File: config.mk
export PLATFORM = sky130hd
export DESIGN_NAME = instr_encoder_loader
export DESIGN_NICKNAME = d
export VERILOG_FILES = /design/src/rtl/instr_encoder_loader.sv
export SDC_FILE = /design/constraint.sdc
export NUM_CORES = 1
export LEC_CHECK = 0
export ABC_AREA = 1
export ABC_CLOCK_PERIOD_IN_PS = 1750
export CELL_PAD_IN_SITES_DETAIL_PLACEMENT = 2
export CELL_PAD_IN_SITES_GLOBAL_PLACEMENT = 2
export CORE_MARGIN = 2
export CORE_UTILIZATION = 20
export CTS_CLUSTER_DIAMETER = 200
export DETAILED_ROUTE_END_ITERATION = 7
export PLACE_DENSITY_LB_ADDON = 0.25
export SYNTH_ARGS = -nofsm -noshare
export SYNTH_HDL_FRONTEND = slang
export SYNTH_SLANG_ARGS = --single-unit
File: constraint.sdc
create_clock -name clk_i -period 1.75 [get_ports clk_i]
set_input_delay 0.35 -clock clk_i [delete_from_list [all_inputs] [get_ports clk_i]]
set_output_delay 0.35 -clock clk_i [all_outputs]
set_load 0.005 [all_outputs]
File: src/rtl/instr_encoder_loader.sv
// RV32I instruction encoder and sequential instruction-memory loader.
// Packs format/field beats into 32-bit words and writes them through a one-entry output register.
module instr_encoder_loader #(
  parameter int ADDR_W    = 8,
  parameter int DEPTH     = 256,
  parameter int BASE_ADDR = 0
) (
  input  logic              clk_i,
  input  logic              rst_i,
  input  logic              start_i,
  input  logic              valid_i,
  output logic              ready_o,
  input  logic [2:0]        fmt_i,
  input  logic [4:0]        rd_i,
  input  logic [4:0]        rs1_i,
  input  logic [4:0]        rs2_i,
  input  logic [2:0]        funct3_i,
  input  logic [6:0]        funct7_i,
  input  logic [31:0]       imm_i,
  output logic              we_o,
  output logic [ADDR_W-1:0] waddr_o,
  output logic [31:0]       wdata_o,
  input  logic              mem_ready_i,
  output logic [ADDR_W:0]   count_o,
  output logic              full_o,
  output logic              err_o,
  output logic              done_o
);

  typedef enum logic [1:0] {S_IDLE, S_LOAD, S_FULL} state_t;

  localparam logic [ADDR_W:0]   DEPTH_C = (ADDR_W+1)'(DEPTH);
  localparam logic [ADDR_W-1:0] BASE_C  = ADDR_W'(BASE_ADDR);

  state_t            state_q, state_d;
  logic              we_q, we_d;
  logic [31:0]       wdata_q, wdata_d;
  logic [ADDR_W:0]   count_q, count_d;
  logic              err_q, err_d;
  logic              clr_pend_q, clr_pend_d;

  logic [31:0]       enc;
  logic              rej;
  logic              stall, wr_done, clear_now, room, accept;
  logic [ADDR_W+1:0] outstanding;
  logic              unused_imm;

  assign unused_imm = ^imm_i[31:21];

  always_comb begin
    enc = '0;
    rej = 1'b0;
    case (fmt_i)
      3'd0: enc = {funct7_i, rs2_i, rs1_i, funct3_i, rd_i, 7'b0110011};
      3'd1: enc = {imm_i[11:0], rs1_i, funct3_i, rd_i, 7'b0000011};
      3'd2: enc = {imm_i[11:5], rs2_i, rs1_i, funct3_i, imm_i[4:0], 7'b0100011};
      3'd3: begin
        enc = {imm_i[12], imm_i[10:5], rs2_i, rs1_i, funct3_i, imm_i[4:1], imm_i[11], 7'b1100011};
        rej = imm_i[0];
      end
      3'd4: enc = {imm_i[11:0], rs1_i, funct3_i, rd_i, 7'b0010011};
      3'd5: begin
        enc = {imm_i[20], imm_i[10:1], imm_i[11], imm_i[19:12], rd_i, 7'b1101111};
        rej = imm_i[0];
      end
      default: rej = 1'b1;
    endcase
  end

  assign stall       = we_q & ~mem_ready_i;
  assign wr_done     = we_q & mem_ready_i;
  // A start that arrives while the pending write is stalled is remembered until that write lands.
  assign clear_now   = (start_i | clr_pend_q) & ~stall;
  // Count the in-flight word too, so the session never accepts more than DEPTH words.
  assign outstanding = {1'b0, count_q} + (ADDR_W+2)'(we_q);
  assign room        = outstanding < {1'b0, DEPTH_C};
  assign accept      = valid_i & ready_o;

  always_ff @(posedge clk_i) begin
    if (rst_i) begin
      state_q    <= S_IDLE;
      we_q       <= 1'b0;
      wdata_q    <= '0;
      count_q    <= '0;
      err_q      <= 1'b0;
      clr_pend_q <= 1'b0;
    end else begin
      state_q    <= state_d;
      we_q       <= we_d;
      wdata_q    <= wdata_d;
      count_q    <= count_d;
      err_q      <= err_d;
      clr_pend_q <= clr_pend_d;
    end
  end

  always_comb begin
    state_d = state_q;
    case (state_q)
      S_IDLE: if (clear_now) state_d = S_LOAD;
      S_LOAD: begin
        if (clear_now)
          state_d = S_LOAD;
        else if (wr_done && (count_q + 1'b1) == DEPTH_C)
          state_d = S_FULL;
      end
      S_FULL: if (clear_now) state_d = S_LOAD;
      default: state_d = S_IDLE;
    endcase
  end

  always_comb begin
    ready_o = (state_q == S_LOAD) & ~full_o & ~start_i & ~stall & room;
    done_o  = (state_q == S_FULL);
    full_o  = (count_q == DEPTH_C);
  end

  always_comb begin
    we_d       = we_q;
    wdata_d    = wdata_q;
    count_d    = count_q;
    err_d      = 1'b0;
    clr_pend_d = clr_pend_q;
    if (wr_done) begin
      we_d    = 1'b0;
      count_d = count_q + 1'b1;
    end
    if (accept && !rej) begin
      we_d    = 1'b1;
      wdata_d = enc;
    end
    if (accept && rej)
      err_d = 1'b1;
    if (clear_now) begin
      count_d    = '0;
      clr_pend_d = 1'b0;
    end else if (start_i) begin
      clr_pend_d = 1'b1;
    end
  end

  assign we_o    = we_q;
  assign waddr_o = BASE_C + count_q[ADDR_W-1:0];
  assign wdata_o = wdata_q;
  assign count_o = count_q;
  assign err_o   = err_q;

endmodule

==> results of run 1 <==
## worst max-delay path, stage by stage (launching register included)
cell     delay [ps]
dfxtp_4         370
nand2_2          70
nor2_2          180
buf_4           160
nand3_2          90
nand3_2          90
nor2_4           40
buf_2           130
## metrics by stage
step | util (%) | hold WS (ps) | setup slack, ps | total power, µW
floorplan | - | 419 | 173 | 1260
CTS | 34.4 | 497 | -98.6 | 2600
global route | 38.2 | 474 | -131 | 2740
global placement | 32.9 | 452 | -542 | 1560
detailed placement | 32.9 | 480 | -543 | 1570
finish | 38.2 | 429 | -35.8 | 2600
## routing by layer
metal	share of wire [%]	GRT usage, %	vias up
li1	-	-	1622
met2	53	27.8	62
met5	0.13	0	-
met3	3.8	3.68	10
met1	42	18.3	1615
met4	0.98	4.44	2
## power by group
group	switching [µW]	internal, µW	leakage (µW)
Clock	463	533	0.0000660
Combinational	256	303	0.00179
Sequential	21.1	1030	0.000363
## layout make-up
| cell class | count | area [µm²] |
|---|---|---|
| Fill cell | 1514 | 7830 |
| Timing Repair Buffer | 176 | 1710 |
| Multi-Input combinational cell | 296 | 1610 |
| Sequential cell | 44 | 905 |
| Inverter | 68 | 260 |
| Tap cell | 172 | 215 |
| Clock buffer | 5 | 125 |
| Clock inverter | 3 | 23.8 |
## repair_timing
item | CTS | global route
pin swaps | 6 | 23
setup endpoints to repair | 32 | 36
cloned | 0 | 4
setup buffers | 0 | 9
endpoints found under the hold margin | 0 | 0
resized for setup | 29 | 94
## worst min-delay path by stage
stage	from	to	slack, ps	cells after the start
after floorplan	rst_i	wdata_o[1]$_SDFFE_PP0P_	420	1
after global placement	clr_pend_q$_SDFFE_PP0P_	clr_pend_q$_SDFFE_PP0P_	450	2
after detailed placement	clr_pend_q$_SDFFE_PP0P_	clr_pend_q$_SDFFE_PP0P_	480	2
after CTS	wdata_o[1]$_SDFFE_PP0P_	wdata_o[1]$_SDFFE_PP0P_	500	2
after global routing	start_i	clr_pend_q$_SDFFE_PP0P_	470	4
final	start_i	clr_pend_q$_SDFFE_PP0P_	430	4
## state kept, by name, summed over array words and instances, names as in the netlist
| signal | flops |
|---|---|
| wdata_o | 30 |
| we_o | 1 |
| state_q | 2 |
| count_o | 9 |
| clr_pend_q | 1 |
| err_o | 1 |
## synthesized netlist by cell type
cell type    n
nand4_2      1
a21oi_1     12
xnor2_1      1
nor2_2       4
o21a_1       1
nor2_1      72
nand4_1      6
clkinv_4     1
o21bai_1     1
inv_2        4
xor2_1       2
o211ai_1     3
ha_1         3
nand3_1     13
buf_4       10
dfxtp_1     44
buf_2        6
nor3_1       2
inv_1       62
a22oi_2      1
clkinv_1     1
buf_6        4
a31oi_1      1
nand2_1    137
o21ai_0     35
a21oi_2      1
clkbuf_1     3
## cell usage in the layout, fill, tap and decap left out, drive strengths merged, types with 2 or more instances in the layout
cell type	n
ha	3
xor2	2
nor3	2
o21ai	35
clkdlybuf4s50	100
inv	66
dfxtp	44
clkinvlp	2
dlymetal6s2s	4
a21oi	13
clkinv	3
o211ai	3
clkbuf	9
nand2	137
buf	67
nand3	13
nor2	76
nand4	7
## cell families (layout without fill, tap and decap cells)
| group | Yosys count | in the layout | share of synthesized area [%] |
|---|---|---|---|
| XOR/XNOR | 3 | 3 | 1.01 |
| adder cells (fa/ha/maj) | 3 | 3 | 1.44 |
| flip-flops | 44 | 44 | 33.9 |
| AND/OR/NAND/NOR | 235 | 235 | 35.9 |
| buffers and inverters | 91 | 252 | 16.2 |
| AO/OA/AOI/OAI | 55 | 55 | 11.5 |
==> impl_metrics.sql, run 1 <==
INSERT INTO impl_metrics (metric_group, metric, value, unit) VALUES
('layout', 'stdcell_count', '764', ''),
('route', 'detail_route.wirelength', '12.1', 'mm'),
('placed_design', 'gp_routability_congestion', '0.809', ''),
('grt', 'global_route_wire_length_before_repair', '17.3', 'mm'),
('logic_synthesis', 'yosys_warnings', '0', ''),
('sta', 'timing.clock.skew', '6.01', 'ps'),
('critical_path', 'r2r-start', 'count_o[8]$_SDFFE_PP0P_', ''),
('route', 'dr_total_vias', '3311', ''),
('sta', 'rsz0062_at_grt', 'true', ''),
('logic_synthesis', 'synth_largest_area_cell', 'dfxtp_1', ''),
('critical_path', 'cp-endpoint', 'ready_o', ''),
('critical_path', 'setup.worst_path.start_class', 'flip-flop', ''),
('status', 'run_status', 'finished, violations left', ''),
('job', 'max_cap_violations', '0', ''),
('layout', 'finish.instance_area', '4840', 'µm²'),
('logic_synthesis', 'mappedNetlistNets', '499', ''),
('clock_network', 'cts.path.max_buffers', '2', ''),
('critical_path', 'cp.required', '1400', 'ps'),
('clock_network', 'numCtsBuffers', '5', ''),
('logic_synthesis', 'syn-instance-count', '431', ''),
('grt', 'largest_net_degree_at_the_start_of_global_routing', '32', ''),
('sta', 'worst_slew_margin_rel', '72.3', '%'),
('placed_design', 'place.detailed.hpwl', '8.45', 'mm'),
('power', 'cellLeakagePower', '0.00222', 'µW'),
('layout', 'syn_to_final_growth', '86.2', '%'),
('logic_synthesis', 'synthesized_area_per_cell', '6.04', 'µm²'),
('route', 'first_iter_violations', '60', ''),
('sta', 'slew_viol_final', '0', ''),
('critical_path', 'startpoint', 'count_o[6]$_SDFFE_PP0P_', ''),
('layout', 'layout-drive-gt1-share', '29.4', '%'),
('clock_network', 'cts_h_tree_depth', '2', ''),
('die', 'initial_core_util', '20.5', '%'),
('power', 'p_per_area', '538', 'nW/µm²'),
('die', 'die-area', '13900', 'µm²'),
('sta', 'finalSetupViolCount', '9', ''),
('logic_synthesis', 'number_of_storage_elements_in_the_synthesis_netlist', '44', ''),
('die', 'std_cell_rows', '41', ''),
('clock_network', 'postCtsHoldBufs', '0', ''),
('route', 'antenna_violating_nets_post_route', '0', ''),
('critical_path', 'crit_end_element', 'output port', ''),
('sta', 'report.final.hold_viol_count', '0', ''),
('logic_synthesis', 'synth.yosys.seq_area_share', '33.9', '%'),
('logic_synthesis', 'ys_types', '27', ''),
('die', 'fp.coreArea', '12700', 'µm²'),
('logic_synthesis', 'synth_area', '2600', 'µm²'),
('sta', 'shortest_clock_period_the_worst_path_allows_after_layout', '1790', 'ps'),
('sta', 'layout_setup_ws', '-35.8', 'ps'),
('grt', 'globalRouteOverflowTotal', '0', ''),
('route', 'drc', '0', ''),
('grt', 'antenna_found_initial', '1', ''),
('hold_path', 'hold_class', 'in -> reg', ''),
('clock_network', 'clkTransAtPathRegs', '70', 'ps'),
('die', 'io_pins', '119', ''),
('route', 'wl_per_cell', '15.9', 'µm'),
('route', 'length_of_the_first_detailed_routing_pass_in_iterations', '4', ''),
('critical_path', 'cp.arrival', '1440', 'ps'),
('critical_path', 'r2r_end', 'wdata_o[6]$_SDFFE_PP0P_', ''),
('placed_design', 'io_buffers', '107', ''),
('sta', 'share_of_the_clock_period_used_by_the_worst_path', '102', '%'),
('placed_design', 'placed_area', '4170', 'µm²'),
('logic_synthesis', 'synth_top_area_share', '33.9', '%'),
('grt', 'vias_in_the_first_global_route', '3483', ''),
('clock_network', 'cts_tree', 'built', ''),
('sta', 'fmaxAchievable', '0.560', 'GHz'),
('clock_network', 'clkSinkCount', '44', ''),
('logic_synthesis', 'synth.top_cells.by_area', 'dfxtp_1 34%, nand2_1 20%, nor2_1 10%', ''),
('die', 'die_height', '118', 'µm'),
('critical_path', 'criticalPathCategory', 'reg -> out', ''),
('sta', 'worst_slew_pin_slew', '416', 'ps'),
('route', 'detail_route.vias_per_cell', '4.33', ''),
('grt', 'gr-usage-all-layers', '15.5', '%'),
('clock_network', 'cts_root_buffer', 'clkbuf_16', ''),
('critical_path', 'critical_path.max_fanout', '4', ''),
('power', 'worst_case_vdd_ir_drop', '302', 'µV'),
('layout', 'antennaDiodeCount', '0', ''),
('placed_design', 'dp.cells', '743', ''),
('sta', 'totalNegativeSetupSlack', '-127', 'ps'),
('critical_path', 'reg2regPathDepth', '11', ''),
('layout', 'layout.nets', '659', ''),
('clock_network', 'clk_latency', '300', 'ps'),
('critical_path', 'regToRegSetupSlack', '-30', 'ps'),
('die', 'die_width', '118', 'µm'),
('status', 'violations_in_the_final_reports', 'setup timing', '');
Note: power is estimated with default switching activity, not from simulation.
==> inputs of run 2 (changes only) <==
--- a/config.mk
+++ b/config.mk
@@ -6,11 +6,11 @@
 export NUM_CORES = 1
 export LEC_CHECK = 0
 export ABC_AREA = 1
-export ABC_CLOCK_PERIOD_IN_PS = 1750
+export ABC_CLOCK_PERIOD_IN_PS = 2250
 export CELL_PAD_IN_SITES_DETAIL_PLACEMENT = 2
 export CELL_PAD_IN_SITES_GLOBAL_PLACEMENT = 2
 export CORE_MARGIN = 2
-export CORE_UTILIZATION = 20
+export CORE_UTILIZATION = 22
 export CTS_CLUSTER_DIAMETER = 200
 export DETAILED_ROUTE_END_ITERATION = 7
 export PLACE_DENSITY_LB_ADDON = 0.25
==> constraint.sdc (replaced) <==
create_clock -name clk_i -period 2.25 [get_ports clk_i]
set_input_delay 0.45 -clock clk_i [delete_from_list [all_inputs] [get_ports clk_i]]
set_output_delay 0.45 -clock clk_i [all_outputs]
set_load 0.005 [all_outputs]
==> run 2 against run 1 <==
The flow now finishes without violations; wire length down 17%; highest routed layer is now met4; largest cell class is now multi-input combinational cells; critical path type is now in -> out; critical path depth down 1; global-route usage up 0.69 points.
==> impl_metrics.sql, run 2 (same netlist as run 1, synthesis figures left out) <==
INSERT INTO impl_metrics (metric_group, metric, value, unit) VALUES
('layout', 'flip_flop_count_of_the_largest_register_after_layout', '30', ''),
('layout', 'syn_to_final_growth', '56.3', '%'),
('placed_design', 'place.detailed.hpwl', '7.91', 'mm'),
('die', 'fp.coreArea', '11500', 'µm²'),
('clock_network', 'cts_h_tree_depth', '2', ''),
('sta', 'share_of_the_clock_period_used_by_the_worst_path', '93.9', '%'),
('sta', 'totalNegativeSetupSlack', '0', 'ps'),
('route', 'drc', '0', ''),
('die', 'die_width', '113', 'µm'),
('layout', 'finish.instance_area', '4070', 'µm²'),
('hold_path', 'hold_class', 'reg -> reg', ''),
('clock_network', 'numCtsBuffers', '5', ''),
('layout', 'layout_commonest_cell', 'nand2_1', ''),
('clock_network', 'clkTransAtPathRegs', '70', 'ps'),
('clock_network', 'cts.path.max_buffers', '2', ''),
('route', 'detail_route.wirelength', '10.0', 'mm'),
('sta', 'slew_viol_final', '0', ''),
('sta', 'shortest_clock_period_the_worst_path_allows_after_layout', '2110', 'ps'),
('sta', 'fmaxAchievable', '0.474', 'GHz'),
('layout', 'fill_cells', '1410', ''),
('layout', 'layout-drive-gt1-share', '9.09', '%'),
('clock_network', 'clkSinkCount', '44', ''),
('sta', 'worst_slew_margin_rel', '77.4', '%'),
('grt', 'globalRouteMet2Util', '28.4', '%'),
('die', 'std_cell_rows', '39', ''),
('clock_network', 'cts_tree', 'built', ''),
('critical_path', 'regToRegSetupSlack', '460', 'ps'),
('clock_network', 'clk_latency', '300', 'ps'),
('route', 'antenna_violating_nets_post_route', '0', ''),
('grt', 'global_route_wire_length_before_repair', '16.2', 'mm'),
('die', 'die_height', '113', 'µm'),
('sta', 'timing.clock.skew', '4.94', 'ps'),
('sta', 'finalSetupViolCount', '0', ''),
('critical_path', 'critical_path.max_fanout', '3', ''),
('clock_network', 'cts_root_buffer', 'clkbuf_16', ''),
('layout', 'layout.nets', '617', ''),
('power', 'cellLeakagePower', '0.00194', 'µW'),
('grt', 'largest_net_degree_at_the_start_of_global_routing', '47', ''),
('grt', 'antenna_found_initial', '0', ''),
('grt', 'grt.busiest_layer', 'met2', ''),
('critical_path', 'setup.worst_path.start_class', 'primary input', ''),
('route', 'length_of_the_first_detailed_routing_pass_in_iterations', '4', ''),
('grt', 'vias_in_the_first_global_route', '3220', ''),
('power', 'worst_case_vdd_ir_drop', '274', 'µV'),
('critical_path', 'cp.arrival', '1660', 'ps'),
('job', 'max_cap_violations', '0', ''),
('critical_path', 'crit_end_element', 'output port', ''),
('sta', 'report.final.hold_viol_count', '0', ''),
('route', 'wl_per_cell', '14.5', 'µm'),
('grt', 'globalRouteOverflowTotal', '0', ''),
('power', 'p_per_area', '480', 'nW/µm²'),
('critical_path', 'criticalPathCategory', 'in -> out', ''),
('route', 'first_iter_violations', '78', ''),
('die', 'die-area', '12700', 'µm²'),
('placed_design', 'gp_routability_congestion', '0.801', ''),
('layout', 'antennaDiodeCount', '0', ''),
('layout', 'stdcell_count', '693', ''),
('die', 'initial_core_util', '22.7', '%'),
('grt', 'grt.met3_usage', '4.50', '%'),
('layout', 'layout.cells.most_common_list', '137 x nand2_1, 105 x clkdlybuf4s50_1, 72 x nor2_1', ''),
('placed_design', 'dp.cells', '684', ''),
('status', 'run_status', 'finished clean', ''),
('critical_path', 'cp.required', '1800', 'ps'),
('route', 'detail_route.vias_per_cell', '4.41', ''),
('placed_design', 'io_buffers', '107', ''),
('sta', 'timing.hold.ws', '502', 'ps'),
('sta', 'worst_slew_pin_slew', '338', 'ps'),
('grt', 'gr-usage-all-layers', '16.2', '%'),
('route', 'dr_total_vias', '3054', ''),
('die', 'io_pins', '119', ''),
('grt', 'grt_util_met1', '19.6', '%'),
('placed_design', 'placed_area', '3910', 'µm²');
## run 2: cell types whose count changed in the layout (fill, tap and decap cells not counted), sizes merged
cell / before / now
clkdlybuf4s50: 100 / 105
buf: 67 / 27
clkbuf: 9 / 6
dlymetal6s2s: 4 / 1
dlygate4sd2: 1 / 0
## run 2: through the flow
step	worst slack, ps	util, %	power [µW]
2_1_floorplan	661	-	981
3_3_place_gp	-240	34.1	1190
3_5_place_dp	-268	34.1	1200
4_1_cts	28.3	35.4	1990
5_1_grt	-3.76	35.5	2060
6_report	138	35.5	1950
## run 2: final cells by class
type	instances	area, µm²	area share (%)
inverters	68	260	6.40
flip-flops and latches	44	883	21.7
clock buffers	5	125	3.08
well taps	143	179	4.40
clock inverters	3	23.8	0.585
multi-input cells	296	1300	31.9
repair buffers	134	1300	31.9
## run 2: critical path: stages
cell	delay [ps]
clkdlybuf4s50_1	500
nor2_1	80
nor2_2	130
o21ai_0	100
nor2_1	220
clkbuf_2	180
## run 2: metal layers
metal  vias to the layer above  share of wire, %
met5                         -                 0
met1                      1448                45
met4                         0               1.3
li1                       1540                 -
met3                         9               4.4
met2                        57                50
## run 2: final timing paths
kind	start	to	cells after the start
setup / recovery	mem_ready_i	ready_o	6
hold / removal	wdata_o[1]$_SDFFE_PP0P_	wdata_o[1]$_SDFFE_PP0P_	2
setup reg to reg	count_o[3]$_SDFFE_PP0P_	wdata_o[24]$_SDFFE_PP0P_	9
hold reg to reg	wdata_o[1]$_SDFFE_PP0P_	wdata_o[1]$_SDFFE_PP0P_	2
## run 2: power breakdown
group          total, µW  internal [µW]  switching, µW  leakage (µW)
Sequential           821            804           16.6      0.000358
Combinational        353            191            162       0.00151
Clock                779            414            365     0.0000660
Total               1950           1410            543       0.00194
## run 2: what timing repair did
action,CTS,global route
endpoints found under the setup margin,1,2
hold buffers,0,0
buffers inserted,0,1
resized for setup,1,5
hold endpoints to repair,0,0
pin swaps,1,3
